==> src/rtl/decoder_rr_arbiter_pkg.sv <==
// Shared definitions for the round-robin decoder arbiter: channel count,
// select width, FSM state type and the round-robin winner search.
`timescale 1ns/1ps
package dec_arb_pkg;

    localparam int N_CH  = 8;
    localparam int SEL_W = 3;

    typedef enum logic {IDLE, GRANT} arb_state_t;

    // Pick the first requesting channel after `last`, wrapping past channel 7.
    function automatic logic [SEL_W-1:0] next_rr(input logic [N_CH-1:0]  req,
                                                 input logic [SEL_W-1:0] last);
        logic [SEL_W-1:0] idx;
        logic [SEL_W-1:0] win;
        logic             found;
        win   = last;
        found = 1'b0;
        for (int k = 1; k <= N_CH; k++) begin
            idx = last + SEL_W'(k);
            if (!found && req[idx]) begin
                win   = idx;
                found = 1'b1;
            end
        end
        return win;
    endfunction

endpackage

==> src/rtl/decoder_rr_arbiter_if.sv <==
// Requester/arbiter bundle: level requests and release strobe in,
// decoder enable/select, one-hot grant and status out.
`timescale 1ns/1ps
interface decoder_rr_arbiter_if;
    import dec_arb_pkg::*;

    logic [N_CH-1:0]  req_i;
    logic             done_i;
    logic             en_o;
    logic [SEL_W-1:0] sel_o;
    logic [N_CH-1:0]  grant_o;
    logic             busy_o;
    logic             timeout_o;

    modport master (
        output req_i, done_i,
        input  en_o, sel_o, grant_o, busy_o, timeout_o
    );

    modport slave (
        input  req_i, done_i,
        output en_o, sel_o, grant_o, busy_o, timeout_o
    );

endinterface

==> src/rtl/decoder_rr_arbiter_dec.sv <==
// 3-to-8 decoder with enable: the shared select path owned by the arbiter.
`timescale 1ns/1ps
module decoder_3_8 (
    input  logic       en,
    input  logic [2:0] din,
    output logic [7:0] dout
);

    // One-hot decode of din, forced to zero while disabled.
    always_comb begin
        dout = '0;
        if (en) begin
            dout[din] = 1'b1;
        end
    end

endmodule

==> src/rtl/decoder_rr_arbiter.sv <==
// Round-robin arbiter for 8 requesters sharing one decoder_3_8.
// The winner index and enable are registered and drive the decoder, whose
// one-hot output is the grant vector. Optional macro DEC_ARB_TIMEOUT_EN adds
// a hold counter that forces release after HOLD_MAX grant cycles.
`timescale 1ns/1ps
module decoder_rr_arbiter
    import dec_arb_pkg::*;
#(
    parameter  int HOLD_MAX = 16,
    localparam int CNT_W    = $clog2(HOLD_MAX + 1)
) (
    input  logic                 clk,
    input  logic                 rst,
    decoder_rr_arbiter_if.slave  bus
);

    arb_state_t       state;
    logic             en_q;
    logic [SEL_W-1:0] sel_q;
    logic [SEL_W-1:0] last_q;
    logic             tmo_q;
    logic             release_now;

    // Owner gives up the grant by strobing done or dropping its own request.
    assign release_now = bus.done_i | ~bus.req_i[sel_q];

`ifdef DEC_ARB_TIMEOUT_EN
    logic [CNT_W-1:0] cnt_q;
    logic             hold_expired;

    assign hold_expired = (cnt_q == CNT_W'(HOLD_MAX - 1));

    // Arbiter FSM with hold counter: search in IDLE, hold/release/timeout in GRANT.
    always_ff @(posedge clk) begin
        if (rst) begin
            state  <= IDLE;
            en_q   <= 1'b0;
            sel_q  <= '0;
            last_q <= SEL_W'(N_CH - 1);
            tmo_q  <= 1'b0;
            cnt_q  <= '0;
        end else begin
            tmo_q <= 1'b0;
            case (state)
                IDLE: begin
                    if (|bus.req_i) begin
                        sel_q <= next_rr(bus.req_i, last_q);
                        en_q  <= 1'b1;
                        state <= GRANT;
                        cnt_q <= '0;
                    end
                end
                GRANT: begin
                    if (release_now || hold_expired) begin
                        en_q   <= 1'b0;
                        last_q <= sel_q;
                        state  <= IDLE;
                        tmo_q  <= ~release_now;
                    end else begin
                        cnt_q <= cnt_q + 1'b1;
                    end
                end
                default: state <= IDLE;
            endcase
        end
    end
`else
    // Hold length is unbounded in this build, so the limit goes unused.
    logic unused_hold_cfg;
    assign unused_hold_cfg = ((HOLD_MAX + CNT_W) > 0);

    // Arbiter FSM: search in IDLE, hold until released in GRANT.
    always_ff @(posedge clk) begin
        if (rst) begin
            state  <= IDLE;
            en_q   <= 1'b0;
            sel_q  <= '0;
            last_q <= SEL_W'(N_CH - 1);
            tmo_q  <= 1'b0;
        end else begin
            tmo_q <= 1'b0;
            case (state)
                IDLE: begin
                    if (|bus.req_i) begin
                        sel_q <= next_rr(bus.req_i, last_q);
                        en_q  <= 1'b1;
                        state <= GRANT;
                    end
                end
                GRANT: begin
                    if (release_now) begin
                        en_q   <= 1'b0;
                        last_q <= sel_q;
                        state  <= IDLE;
                    end
                end
                default: state <= IDLE;
            endcase
        end
    end
`endif

    assign bus.en_o      = en_q;
    assign bus.sel_o     = sel_q;
    assign bus.busy_o    = (state == GRANT);
    assign bus.timeout_o = tmo_q;

    decoder_3_8 u_dec (
        .en   (en_q),
        .din  (sel_q),
        .dout (bus.grant_o)
    );

endmodule

==> src/flat_wrapper.sv <==
// flat-port wrapper written by rule: the top's interface ports become plain ports
module decoder_rr_arbiter_flat import dec_arb_pkg::*;
#(
    parameter  int HOLD_MAX = 16,
    localparam int CNT_W    = $clog2(HOLD_MAX + 1)
)
  (clk, rst, bus_req_i, bus_done_i, bus_en_o, bus_sel_o, bus_grant_o, bus_busy_o, bus_timeout_o);
  decoder_rr_arbiter_if bus_i ();
  input  logic clk;
  input  logic rst;
  input wire logic [$bits(bus_i.req_i)-1:0] bus_req_i;
  input wire logic [$bits(bus_i.done_i)-1:0] bus_done_i;
  output wire logic [$bits(bus_i.en_o)-1:0] bus_en_o;
  output wire logic [$bits(bus_i.sel_o)-1:0] bus_sel_o;
  output wire logic [$bits(bus_i.grant_o)-1:0] bus_grant_o;
  output wire logic [$bits(bus_i.busy_o)-1:0] bus_busy_o;
  output wire logic [$bits(bus_i.timeout_o)-1:0] bus_timeout_o;
  assign bus_i.req_i = bus_req_i;
  assign bus_i.done_i = bus_done_i;
  assign bus_en_o = bus_i.en_o;
  assign bus_sel_o = bus_i.sel_o;
  assign bus_grant_o = bus_i.grant_o;
  assign bus_busy_o = bus_i.busy_o;
  assign bus_timeout_o = bus_i.timeout_o;
  decoder_rr_arbiter #(.HOLD_MAX(HOLD_MAX)) u_core (.clk(clk), .rst(rst), .bus(bus_i));
endmodule
==> config.mk <==
export PLATFORM = sky130hd
export DESIGN_NAME = decoder_rr_arbiter_flat
export DESIGN_NICKNAME = d
export VERILOG_FILES = /design/src/rtl/decoder_rr_arbiter_pkg.sv /design/src/rtl/decoder_rr_arbiter_if.sv /design/src/rtl/decoder_rr_arbiter_dec.sv /design/src/rtl/decoder_rr_arbiter.sv /design/src/flat_wrapper.sv
export SDC_FILE = /design/constraint.sdc
export NUM_CORES = 1
export LEC_CHECK = 0
export CORE_ASPECT_RATIO = 0.6
export CORE_MARGIN = 4
export CORE_UTILIZATION = 44
export CTS_CLUSTER_DIAMETER = 200
export DETAILED_ROUTE_END_ITERATION = 10
export PLACE_DENSITY = 0.65
export SLEW_MARGIN = 0
export SYNTH_ARGS = -nofsm -noshare
export SYNTH_HDL_FRONTEND = slang
export SYNTH_SLANG_ARGS = --single-unit
==> constraint.sdc <==
create_clock -name clk -period 5.3 [get_ports clk]
set_clock_uncertainty 0.1 [all_clocks]
set_input_delay 1.59 -clock clk [delete_from_list [all_inputs] [get_ports clk]]
set_output_delay 1.59 -clock clk [all_outputs]
set_load 0.05 [all_outputs]
## After elaboration in Yosys (flattened, before gate mapping)

Index checks and enable logic that the tools add are counted.

| cells by class | value |
|---|---|
| muxes and demuxes | 63 |
| $add $sub $neg | 7 |
| bitwise gates (word level) | 3 |
| reductions and logical operators | 19 |
| magnitude comparators | 10 |
| equal/unequal tests | 2 |

Operator list:

| kind | number |
|---|---|
| $mux 1 | 42 |
| $lt 3x4->1 const B | 9 |
| $bmux 1 s3 | 9 |
| $mux 3 | 8 |
| $add 3x3->3 const B | 4 |
| $logic_and 1x1->1 | 8 |
| $mux 8 | 1 |
| $reduce_or 8->1 | 1 |
| $logic_not 1->1 | 7 |
| $add 3x2->3 const B | 2 |
| $reduce_and 2->1 | 3 |
| $pmux 1 s2 | 2 |
| $add 3x1->3 const B | 1 |
| $demux 1 s3 | 1 |
| $ge 3x1->1 const B | 1 |
| $ne 2x1->1 const B | 1 |
| $ne 2x2->1 const B | 1 |
| $not 1->1 | 2 |
| $or 1x1->1 | 1 |

| storage, ports and cells | value |
|---|---|
| input port bits | 11 |
| logic and storage cells | 108 |
| bits in registers | 8 |
| output and inout bits | 14 |

## Depth between registers and ports, before layout

| logic depth | value |
|---|---|
| word-level depth | 46 |
| gate-level depth with buffers | 11 |
| depth with buffers taken out | 8 |

## By module

Synthesis repeated with hierarchy kept, for this count alone.

| unflattened totals | value |
|---|---|
| cells, all modules | 148 |
| area total of the unflattened synthesis | 1367.6 sq um |

Modules (own cells, without submodules):

| module | area an instance (sq um) | seq. area each (sq um) | cells each | times used |
|---|---|---|---|---|
| decoder_rr_arbiter | 1272.5 | 160.2 | 140 | 1 |
| decoder_3_8 | 95.1 | 0.0 | 8 | 1 |

## Worst setup path before layout

No wires, ideal clock.

| timing path | value |
|---|---|
| path type | reg-to-output |
| from | register u_core.sel_q[1] (netlist: u_core.bus.sel_o[1]) |
| to | output bus_grant_o[2] |
| path slack | 1.657 ns |
| arrival time | 1.953 ns |
| data required time | 3.610 ns |
| buffers on the path | 0 |
| stages on the path, launching flop included | 3 |
| path through | dfxtp_1 -> nand2_1 -> nor3_1 |

| between the ends | value |
|---|---|
| cells in the longest elaborated chain, start to end | 5 |
| elaborated cells between the ends (all ways) | 6 |
| classes of those cells | order compare (2); mux (3); reduce/logical (1) |

Ends and longest elaborated chain:

| element | line | source |
|---|---|---|
| from (decl) | decoder_rr_arbiter.sv:19 | `logic [SEL_W-1:0] sel_q;` |
| from (signal assigned) | decoder_rr_arbiter.sv:85 | `sel_q <= next_rr(bus.req_i, last_q);` |
| $lt 3x4->1 (implied by the code) or $ge 3x1->1 (tied branches) | decoder_rr_arbiter_dec.sv:13 | `dout[din] = 1'b1;` |
| $logic_and 1x1->1 (implied by the code) | decoder_rr_arbiter_dec.sv:13 |  |
| $mux 1 (implied by the code) | decoder_rr_arbiter_dec.sv:13 |  |
| $demux 1 s3 * | decoder_rr_arbiter_dec.sv:13 |  |
| $mux 8 * | decoder_rr_arbiter_dec.sv:12 | `if (en) begin` |
| to (decl) | flat_wrapper.sv:15 | `output wire logic [$bits(bus_i.grant_o)-1:0] bus_grant_o;` |

Every way passes the cells marked *; elsewhere a longest branch is shown, timed or not.

## Final worst setup path

| timing path | value |
|---|---|
| from | input bus_req_i[1] |
| to | register u_core.sel_q[1] (netlist: u_core.bus.sel_o[1]) |

| between the ends | value |
|---|---|
| cells in the longest elaborated chain, start to end | 45 |
| elaborated cells between the ends (all ways) | 68 |
| classes of those cells | mux (52); reduce/logical (16) |

Ends and longest elaborated chain:

| element | line | source |
|---|---|---|
| from (decl) | flat_wrapper.sv:11 | `input wire logic [$bits(bus_i.req_i)-1:0] bus_req_i;` |
| $bmux 1 s3 | decoder_rr_arbiter_pkg.sv:21 | `if (!found && req[idx]) begin` |
| $mux 1 (implied by the code) | decoder_rr_arbiter_pkg.sv:21 |  |
| $mux 1 | decoder_rr_arbiter_pkg.sv:21 |  |
| $mux 1 | decoder_rr_arbiter.sv:84 | `if (\|bus.req_i) begin` |
| $mux 1 | decoder_rr_arbiter.sv:82 | `case (state)` |
| $mux 1 | decoder_rr_arbiter.sv:74 | `if (rst) begin` |
| $logic_not 1->1 | decoder_rr_arbiter_pkg.sv:21 |  |
| $logic_and 1x1->1 | decoder_rr_arbiter_pkg.sv:21 |  |
| [29 not listed] | - |  |
| $logic_and 1x1->1 | decoder_rr_arbiter_pkg.sv:21 |  |
| $mux 1 | decoder_rr_arbiter_pkg.sv:21 |  |
| $mux 1 | decoder_rr_arbiter.sv:84 |  |
| $mux 1 | decoder_rr_arbiter.sv:82 |  |
| $mux 1 | decoder_rr_arbiter.sv:74 |  |
| $logic_not 1->1 | decoder_rr_arbiter_pkg.sv:21 |  |
| $logic_and 1x1->1 | decoder_rr_arbiter_pkg.sv:21 |  |
| $mux 3 | decoder_rr_arbiter_pkg.sv:21 |  |

Several ways; a longest one is shown, not always the timed one. The select of a mux whose other input is x is not followed.
A chain may end at the register's enable or synchronous reset.

==> impl_metrics.py <==
metrics = {
    "synth": {
        "synthTopCellsByArea": "mux4_2 23%, dfxtp_1 12%, mux4_1 7.7%, mux2i_1 6.6%, nand2_1 3.6%",
        "synth_top_area_share_pct": 23.2,
        "yosys-top-cells-count": "14 x mux4_2, 13 x nand2_1, 10 x nor2_1",
        "avgSynthCellArea_um2": 9.65,
        "ys.flop_type": "dfxtp_1",
        "synth-seq-cells": 8,
        "synthCells": 141,
        "synth_warnings": 0,
        "yosysTopAreaCell": "mux4_2",
        "synth_edf_count": 0,
        "synth_area_um2": 1360,
        "ys_seq_area_share_pct": 11.8,
        "async_reset_ff_share_pct": 0,
        "synthDistinctLibCells": 47,
        "synth_nets": 154,
        "yosysMostFrequentCell": "mux4_2",
    },
    "die": {
        "chipWidth_um": 79.8,
        "io_pins": 25,
        "die-area_um2": 4080,
        "initial_core_util_pct": 46.8,
        "die-height_um": 51.1,
        "placeableCoreArea_um2": 2910,
        "num_rows": 15,
    },
    "critical_path": {
        "critPathCaptureType": "flip-flop",
        "crit_path_top_delay_cell": "mux4_2",
        "rr_worst_depth": 8,
        "arrival_ns": 3.88,
        "critPathMaxFanout": 10,
        "r2r-start": "u_core.last_q[1]",
        "critical_path_class": "primary input to flip-flop",
        "critical_path.cell_chain": "clkdlybuf4s50_1 -> mux4_2 -> mux2_2 -> or3_1 -> a21oi_1 -> and3_1 -> a211oi_2",
        "crit_required_ns": 5.31,
        "slowest_delay_ns": 0.59,
        "startpoint_type": "primary input",
        "r2r_slack_ns": 1.80,
        "rr_endpoint": "u_core.bus.sel_o[0]",
        "path_buf_inv": 1,
        "cpLargestDelayFamily": "multiplexers",
    },
    "grt": {
        "grt_overflow_total": 0,
        "grt_pass1_vias": 1193,
        "grt_start_max_net_pins": 20,
        "grt_pass1_wl_um": 6180,
        "antenna_found_initial": 0,
        "track_usage_pct": 19.4,
    },
    "final_layout": {
        "diodes": 0,
        "nNetsFinal": 174,
        "drive_above_1_share_pct": 17.0,
        "area_growth_pct": 19.8,
        "utilization_pct": 56.0,
        "fill_cells": 273,
    },
    "clock_tree": {
        "root_buffer": "clkbuf_8",
        "numCtsBuffers": 3,
        "ctsHoldBuffers": 0,
        "cts-resized-gates": 0,
        "cts_max_level": 1,
        "clk_pin_slew_ns": 0.05,
        "clk_latency_ns": 0.23,
        "clockBufferDepth": 2,
        "clock_sinks": 8,
        "post_cts_buffers": 0,
        "tritoncts": "done",
    },
    "pwr": {
        "p_leak_nw": 0.584,
        "p_per_area_nw_per_um2": 472,
        "vdd_drop_max_v": 0.000207,
        "total_power_mw": 0.769,
    },
    "min_path": {
        "hold-path-cell-count": 1,
        "hold_path.class": "flip-flop to flip-flop",
        "whs_endpoint": "u_core.bus.en_o",
        "worstHoldStart": "u_core.bus.en_o",
    },
    "sta": {
        "fin_crit_ns": 3.87,
        "max_freq_ghz": 0.259,
        "worst_slew_pin_slew_ns": 0.882,
        "slew_headroom_pct": 41.1,
        "holdWs_ns": 0.425,
        "rsz0062_at_grt": "false",
        "fin_tns_setup_ns": 0,
        "drv_slew": 0,
        "finalHoldViolCount": 0,
        "setup_viol": 0,
        "fin_crit_sh_pct": 73.0,
    },
    "flow_run": {
        "max_cap_viol_count": 0,
    },
    "drt": {
        "vias_per_cell": 6.24,
        "post-route-drc-count": 0,
        "antenna_left": 0,
        "routedWlPerCell_um": 18.7,
        "first_iter_violations": 88,
        "drt_first_pass_iters": 5,
        "drt-total-wl_um": 3750,
        "vias": 1254,
    },
    "placement": {
        "io_buffers": 23,
        "dp_hpwl_um": 2890,
        "gp_congestion": 0.890,
    },
    "status": {
        "outcome": "finished, final reports clean",
    },
}
through the flow:
stage          std cells  area [um^2]  worst slack, ns
2_1_floorplan        141         1360             1.66
3_3_place_gp         198         1590             1.24
3_5_place_dp         198         1590             1.23
4_1_cts              201         1630             1.47
5_1_grt              201         1630             1.28
6_report             201         1630             1.43
how the worst max path moves through the flow:
stage	start	end	cells past startpoint	slack [ns]
after detailed placement	bus_req_i[0]	u_core.bus.sel_o[1]	7	1.23
after global placement	bus_req_i[0]	u_core.bus.sel_o[2]	7	1.24
after global routing	bus_req_i[4]	u_core.bus.sel_o[1]	7	1.28
after CTS	bus_req_i[0]	u_core.bus.sel_o[1]	7	1.47
after floorplan	u_core.bus.sel_o[1]	bus_grant_o[2]	2	1.66
final	bus_req_i[1]	u_core.bus.sel_o[1]	7	1.43
cell families (layout without fill, tap and decap cells):
logic type | Yosys count | in the layout | synth area share (%)
adder cells (fa/ha/maj) | 2 | 2 | 1.84
flip-flops | 8 | 8 | 11.8
multiplexers | 31 | 31 | 42.5
XOR/XNOR | 3 | 3 | 2.48
buffers and inverters | 16 | 34 | 6.25
other | 1 | 1 | 0.275
AND/OR/NAND/NOR | 46 | 46 | 17.5
AO/OA/AOI/OAI | 34 | 34 | 17.5
routing by layer:
metal	GRT usage, %	up-vias	share of wire (%)
met5	0	-	0
met2	29.2	48	44
met4	0.843	0	0
li1	-	594	-
met1	30.9	612	50
met3	2.64	0	6.2
state kept, by name, indices dropped and copies added, names as in the netlist:
name,flops
u_core.bus.en_o,1
u_core.bus.sel_o,3
u_core.bus.busy_o,1
u_core.last_q,3
power breakdown:
part,switching (mW),internal [mW]
registers,0.0640,0.0791
logic,0.297,0.253
clock network,0.0266,0.0495
placed cells by master (no fill, tap or decap), types with 2 or more instances in the layout:
master and count:
clkdlybuf4s50_1 23, mux4_2 14, nand2_1 13, nor2_1 10
mux2i_1 9, a21oi_1 8, dfxtp_1 8, nand2b_1 6
inv_1 6, nor3_1 5, mux4_1 4, o21ai_0 4
o21a_1 3, o21ai_1 3, clkbuf_8 3, inv_2 2
mux2_2 2, xnor2_1 2, mux2i_4 2, o221ai_1 2
a221o_1 2, nor4_1 2, a31oi_1 2, and2_1 2
ha_1 2
area by class of cell:
cell class	count	area, um^2	area share, %
multi-input cells	117	1120	68.5
repair buffers	23	230	14.1
flip-flops and latches	8	160	9.82
well taps	42	52.6	3.22
clock buffers	3	41.3	2.53
inverters	8	30.0	1.84
Note: power is estimated with default switching activity, not from simulation.
==> variant: new RTL, same settings <==
The option `DEC_ARB_TIMEOUT_EN` is turned on by a define.
--- a/src/rtl/decoder_rr_arbiter.sv
+++ b/src/rtl/decoder_rr_arbiter.sv
@@ -3,6 +3,8 @@
 // one-hot output is the grant vector. Optional macro DEC_ARB_TIMEOUT_EN adds
 // a hold counter that forces release after HOLD_MAX grant cycles.
 `timescale 1ns/1ps
+`define DEC_ARB_TIMEOUT_EN
+
 module decoder_rr_arbiter
     import dec_arb_pkg::*;
 #(
Formal check against the unedited RTL: same outputs for any inputs over 10 cycles, from zero or initial values and one cycle with rst high; that may be too few to reach the edited logic, so the function may still have changed.
==> variant against the unedited design <==
Area after synthesis up 13%; combinational power is 31% lower; sequential cell count grew 6; routed wire length increased by 4.6%; register-to-register slack worse by 0.71 ns; non-clock buffer count up 1; cell area up 12%; setup slack lost 0.34 ns; total power down 16%; die area is 11% higher; first-iteration DRC count rose by 4.5%; critical path depth increased by 2; critical path type is now reg -> reg; critical endpoint is now u_core.bus.sel_o[0].
==> variant: results (changes against the unedited design) <==
{| class="wikitable"
! Metric !! Value
|-
| Status || completed (unchanged)
|-
| Main area contributors after synthesis || dfxtp_1 (18%), mux4_2 (13%), mux2_2 (5.9%), nor2_1 (4.7%), mux2i_1 (4.6%) (was mux4_2 (23%), dfxtp_1 (12%), mux4_1 (7.7%), mux2i_1 (6.6%), nand2_1 (3.6%))
|-
| Total global routing track utilization || 18.49% (was 19.44%)
|-
| Syn_nets || 186 (was 154)
|-
| Post-detailed-routing wire length || 3.923 mm (was 3.749 mm)
|-
| Fraction of final layout cells sized beyond drive strength 1 || 14.36% (was 16.98%)
|-
| # port buffers || 24 (was 23)
|-
| Critical path's top delay family || compound AO/OA/AOI/OAI gates (was multiplexers)
|-
| Max stage delay on crit path || 0.88 ns (was 0.59 ns)
|-
| Instance count along the most critical hold path || 1 (unchanged)
|-
| Depth of the most critical reg-to-reg path || 9 (was 8)
|-
| Critical path arrival || 4.30 ns (was 3.88 ns)
|-
| Complex-gate fraction of the synthesized area || 20.65% (was 17.46%)
|-
| Vias || 1442 (was 1254)
|-
| Worst Tran Pin Value || 0.8569 ns (was 0.8820 ns)
|-
| Parity-gate share of the synthesized area counting xor and xnor cells || 2.857% (was 2.482%)
|-
| CTS clock-pin slew for the worst setup and hold paths || 0.06 ns
|-
| Length of the first detailed-routing pass in iterations || 4 (was 5)
|-
| Register area share after synthesis || 18.29% (was 11.76%)
|-
| Post-Syn Instances || 171 (was 141)
|-
| Number of antenna violations at the first check in global routing || 0 (unchanged)
|-
| Number of violations reported at the end of detailed-routing iteration 0 || 92 (was 88)
|-
| Adder-cell share of the synthesized area || 3.265% (was 1.838%)
|-
| Net total in the final layout || 204 (was 174)
|-
| Unique masters post-synth || 50 (was 47)
|-
| Wire length of the first global-routing pass || 6.617 mm (was 6.182 mm)
|-
| Leakage power of the design || 0.6562 nW (was 0.5842 nW)
|-
| Fillers || 289 (was 273)
|-
| Beginning of the worst hold path || u_core.cnt_q[2] (was u_core.bus.en_o)
|-
| Detailed Place HPWL || 3.026 mm (was 2.891 mm)
|-
| Worst vdd rail ir drop || 159.7 uV (was 206.9 uV)
|-
| Clock Latency Late Sink || 0.25 ns (was 0.23 ns)
|-
| Multiplexer area fraction after synthesis || 29.55% (was 42.46%)
|-
| Critical path startpoint || u_core.last_q[0] (was bus_req_i[1])
|-
| Crit-path slowest cell || dfxtp_1 (was mux4_2)
|-
| Maximum fanout encountered on the critical timing path || 21 (was 10)
|-
| Pin count of the biggest net entering global routing || 22 (was 20)
|-
| Final weighted congestion of routability-driven global placement || 0.8836 (was 0.8899)
|-
| Synthesis warning total || 0 (unchanged)
|-
| Synth top cells by count || nor2_1 (19), dfxtp_1 (14), a21oi_1 (10) (was mux4_2 (14), nand2_1 (13), nor2_1 (10))
|-
| Placement-stage cell area || 0.001773 sq mm (was 0.001589 sq mm)
|}
[variant: worst paths after layout]
kind	to	slack [ns]
max	u_core.bus.sel_o[0]	1.09
max reg2reg	u_core.bus.sel_o[0]	1.09
min	u_core.cnt_q[2]	0.41
min reg2reg	u_core.cnt_q[2]	0.41
[variant: kinds of logic after synthesis]
| kind of cell | Yosys count |
|---|---|
| adder cells (fa/ha/maj) | 4 |
| buffers and inverters | 18 |
| AND/OR/NAND/NOR | 59 |
| AO/OA/AOI/OAI | 43 |
| XOR/XNOR | 5 |
| multiplexers | 28 |
| flip-flops | 14 |
[variant: worst reg2reg max path: stages, from the launching register on]
cell       delay [ns]
dfxtp_1          0.88
inv_1            0.30
ha_1             0.73
mux2_2           0.44
mux2_2           0.27
o221ai_1         0.48
and2_1           0.29
nand3_2          0.11
a2111oi_2        0.38
a311o_1          0.16
[variant: cell type report]
| cell class | instances | share of cell area [%] |
|---|---|---|
| well taps | 45 | 3.080 |
| repair buffers | 24 | 13.14 |
| flip-flops and latches | 14 | 15.33 |
| clock buffers | 4 | 3.012 |
| inverters | 7 | 1.437 |
| multi-input cells | 139 | 64.00 |
[variant: layer usage]
metal	global-route usage (%)	vias up	wire length, um
li1	-	700	-
met1	26.88	679	2018
met2	26.83	61	1543
met3	5.810	2	349
met4	3.743	0	12
met5	0	-	0
[variant: metrics by stage]
stage / utilization [%] / worst slack [ns] / cells
global route: 55.34 / 0.8112 / 233
floorplan: - / 1.599 / 171
CTS: 55.34 / 1.152 / 233
detailed placement: 53.67 / 0.9653 / 229
finish: 55.34 / 1.094 / 233
global placement: 53.67 / 1.049 / 229
[variant: report_power, final]
group          total [mW]  switching [mW]  internal, mW
combinational       0.382           0.210         0.172
clock               0.106          0.0406        0.0659
sequential          0.161          0.0424         0.118
